$ cat src/rtl/uart_rx_fifo.sv
// Receive-side byte queue between the UART receiver and the RX read stage.
// First-word-fall-through head, registered fill level, sticky overflow flag.
module uart_rx_fifo #(
    parameter int DATA_W = 8,
    parameter int ADDR_W = 4
) (
    input  logic              ckht,
    input  logic              rst_n,
    input  logic [DATA_W-1:0] wr_data,
    input  logic              wr_ena,
    input  logic              uart_rx_ena,
    input  logic              clr_ovf,
    output logic [DATA_W-1:0] uart_rx_data,
    output logic              uart_rx_empty,
    output logic              full,
    output logic [ADDR_W:0]   level,
    output logic              overflow
);

    localparam int DEPTH = 1 << ADDR_W;

    logic [DATA_W-1:0] mem [DEPTH];
    logic [ADDR_W:0]   wr_ptr;
    logic [ADDR_W:0]   rd_ptr;
    logic              rd_acc;
    logic              wr_acc;
    logic              drop;

    assign uart_rx_empty = (wr_ptr == rd_ptr);
    assign full          = (wr_ptr[ADDR_W-1:0] == rd_ptr[ADDR_W-1:0]) &&
                           (wr_ptr[ADDR_W] != rd_ptr[ADDR_W]);
    assign level         = wr_ptr - rd_ptr;

    assign rd_acc = uart_rx_ena & ~uart_rx_empty;
    // A pop in the same cycle frees a slot, so a full queue still takes the byte.
    assign wr_acc = wr_ena & (~full | rd_acc);
    assign drop   = wr_ena & ~wr_acc;

    assign uart_rx_data = uart_rx_empty ? '0 : mem[rd_ptr[ADDR_W-1:0]];

    always_ff @(posedge ckht) begin
        if (wr_acc) begin
            mem[wr_ptr[ADDR_W-1:0]] <= wr_data;
        end
    end

    always_ff @(posedge ckht or negedge rst_n) begin
        if (!rst_n) begin
            wr_ptr <= '0;
            rd_ptr <= '0;
        end else begin
            if (wr_acc) begin
                wr_ptr <= wr_ptr + 1'b1;
            end
            if (rd_acc) begin
                rd_ptr <= rd_ptr + 1'b1;
            end
        end
    end

    // Set has priority so a drop coinciding with a clear is never lost.
    always_ff @(posedge ckht or negedge rst_n) begin
        if (!rst_n) begin
            overflow <= 1'b0;
        end else if (drop) begin
            overflow <= 1'b1;
        end else if (clr_ovf) begin
            overflow <= 1'b0;
        end
    end

endmodule

$ cat config.mk
export PLATFORM = sky130hd
export DESIGN_NAME = uart_rx_fifo
export DESIGN_NICKNAME = d
export VERILOG_FILES = /design/src/rtl/uart_rx_fifo.sv
export SDC_FILE = /design/constraint.sdc
export NUM_CORES = 1
export LEC_CHECK = 0
export ABC_AREA = 1
export ABC_CLOCK_PERIOD_IN_PS = 2890
export CAP_MARGIN = 20
export CORE_MARGIN = 2
export CORE_UTILIZATION = 30
export CTS_CLUSTER_DIAMETER = 60
export CTS_CLUSTER_SIZE = 24
export DETAILED_ROUTE_END_ITERATION = 8
export PLACE_DENSITY = 0.5
export SLEW_MARGIN = 20
export SYNTH_ARGS = -nofsm -noshare
export SYNTH_HDL_FRONTEND = slang
export SYNTH_SLANG_ARGS = --single-unit
$ cat constraint.sdc
create_clock -name ckht -period 2.89 [get_ports ckht]
set_input_delay 0.578 -clock ckht [delete_from_list [all_inputs] [get_ports ckht]]
set_output_delay 0.578 -clock ckht [all_outputs]
set_load 0.05 [all_outputs]
==> out/metrics.cfg <==
[cells_and_area]
synthToLayoutAreaGrowth_pct=22.3
ff_latch_area_sq_um=4120
nNetsFinal=708
multiInputGateArea_sq_um=1890
diodes=0
fillers=2038
final_cells=973
layout-drive-gt1-share_pct=11.6
fin_util_pct=37.4

[timing]
drv_slew=0
layout_min_cycle_time_ps=2780
fin_hold_ws_ps=506
rsz0062_at_grt=false
clock_skew_ps=8.59
tightest_slew_ps=928
finalCritPeriodShare_pct=96.3
slew_headroom_pct=38.0
tns_ps=0
clock.fmax_ghz=0.359
setup_viol=0
hold_viol=0

[worst_setup_path]
timing.rr.start=rd_ptr[2]
crit_start=rd_ptr[2]
r2r.worst_path.cells=9
crit_chain=inv_2, ha_1, nand2_2, nor2_2, nand2_4, clkinv_4, a21oi_4, buf_12
crit_buf_inv=3
crit_path_start_kind=register
path_class=reg2out
crit_fanout=10
critPathRequiredTime_ps=2310
cp.arrival_ps=2210
reg2reg_to=mem[5][5]
crit_slowest_cell=dfrtp_1
endpoint_kind=output pin
cp_slowest_stage_delay_ps=390
critPathTopFamily=buffers and inverters
r2r_slack_ps=290

[synthesis]
yosys.area_share.simple_pct=23.2
synth_compound_area_share_pct=0.935
yosys.area_share.xor_xnor_pct=1.62
synth-edff-count=128
yosys-top-cells-count=nand2_1 (242), edfxtp_1 (128), inv_1 (98)
async_reset_ff_share_pct=7.91
synth_top_family_by_area=simple AND/OR/NAND/NOR gates
synth_top_area_cell=edfxtp_1
ys_seq_area_share_pct=64.1
synth_seq_cells=139
synth_fp_nets=677
synthFlopType=edfxtp_1
avgSynthCellArea_sq_um=9.83
yosysUniqueCellTypes=25
synth_most_common_cell=nand2_1
synth_mux_area_share_pct=0
syn_inst=654
ys_warn_count=0
synth_adder_area_share_pct=2.06
netlist_area_sq_um=6430
yosys-top-cells-area=edfxtp_1 (60%), nand2_1 (14%), nand3_1 (5.9%)
synth_top_area_share_pct=59.8

[global_routing]
antenna_found_initial=0
grt_pass1_wl_microns=25600
grt_usage_pct=15.7
grt.overflow.total=0
grt_start_max_net_pins=57
grt_pass1_vias=4529

[drt]
vias_per_cell=4.50
dr.pass1.iters=4
wl_microns=16300
drt_iter0_markers=267
wl_per_cell_microns=16.8
antenna_left=0
num_vias=4376
drc=0

[clocking]
cts_max_level=4
tritoncts=yes
clkLatencyLatePin_ps=420
cts_hold_buf=0
clock_path_buffers=2
clockRootBuffer=clkbuf_16
clkTransAtPathRegs_ps=60
cts_num_sinks=139
cts_inserted_buffers=17

[floorplanning]
std_cell_rows=53
dieWidth_microns=150
ios=29
initial_utilization_pct=30.6
die_h_microns=150
core_sq_um=21000
die_area_sq_um=22600

[power]
power_mw=9.68
p_leak_nw=3.33
ir_worst_vdd_mv=1.62
p_per_area_nw_per_um2=1230

[worst_hold_path]
hold_class=in2async

[place]
hpwl_microns=10700
numPortBuffers=28
dp_cells=941
gp_congestion=0.857

[outcome]
status=completed

[run]
maxCapViolations=0

-- area by class of cell --
class | instances | share of cell area [%]
sequential | 139 | 52.4
clock buffer | 19 | 5.51
tap | 275 | 4.38
clock inverter | 13 | 2.23
inverter | 102 | 4.97
timing repair buffer | 38 | 6.51
multi-input combinational | 387 | 24.0
-- report_power, final --
group	internal [mW]	switching [mW]
Clock	1.43	0.806
Sequential	2.42	0.111
Combinational	1.83	3.08
Total	5.68	4.00
-- per-stage QoR --
step	setup WS, ps	area [sq um]
after floorplan	115	6520
after global placement	375	7240
after detailed placement	273	7240
after CTS	8.42	7850
after global routing	0.379	7860
final	106	7860
-- worst max-delay path by stage --
stage | endpoint | slack (ps) | cells past startpoint
after floorplan | level[4] | 120 | 7
after CTS | level[4] | 8 | 8
after global routing | uart_rx_data[2] | 0.4 | 9
after detailed placement | mem[12][3] | 270 | 9
after global placement | mem[12][2] | 370 | 9
final | uart_rx_data[4] | 110 | 8
-- flip-flops by register name (all words and copies together) (netlist names) --
signal,cells
wr_ptr,5
overflow,1
rd_ptr,5
mem,128
-- logic make-up (layout without fill, tap and decap cells) --
kind of cell / count (synthesis) / after routing
AND/OR/NAND/NOR: 354 / 354
adder cells (fa/ha/maj): 10 / 10
buffers and inverters: 128 / 172
flip-flops: 139 / 139
XOR/XNOR: 11 / 11
AO/OA/AOI/OAI: 12 / 12
-- worst reg2reg max path: cells and delay by family, from the launching register on --
family / cells / cell delay [ps]
and+or+nand+nor: 7 / 1320
buffers and inverters: 1 / 180
adders and majority gates: 1 / 330
DFF: 1 / 390
-- cells in the final DEF (no fill, tap or decap) --
cell type,synthesis,final
nor3_4,1,1
xnor2_1,2,2
nand2_4,4,4
nand4_1,1,1
a21oi_4,0,8
ha_1,9,9
nand2_2,8,8
buf_12,0,15
a21oi_1,11,3
clkinv_2,0,3
nand2_1,242,242
clkbuf_16,0,17
clkinvlp_4,0,2
buf_6,1,1
o21ai_0,1,1
clkdlybuf4s50_1,0,14
buf_4,0,8
xor2_2,0,1
clkinv_1,3,4
nor2_2,1,1
nand3_1,76,76
edfxtp_1,128,128
dfrtp_1,11,10
inv_4,0,1
nor2_1,21,21
bufinv_16,0,4
clkinv_4,0,3
xor2_1,8,7
xnor2_2,1,1
clkbuf_1,7,2
inv_2,1,2
inv_1,98,96
dfrtp_2,0,1
fa_1,1,1
-- what timing repair did --
item / 4_1_cts / 5_1_grt
buffers inserted: 0 / 0
setup endpoints to repair: 0 / 9
resized for setup: 0 / 5
-- metal layers --
metal	global-route usage [%]	vias to the layer above	share of wire, %
li1	-	2140	-
met3	3.70	35	4.2
met1	21.5	2099	48
met5	0	-	0
met4	7.08	0	2.8
met2	23.7	102	45
Note: power is estimated with default switching activity, not from simulation.
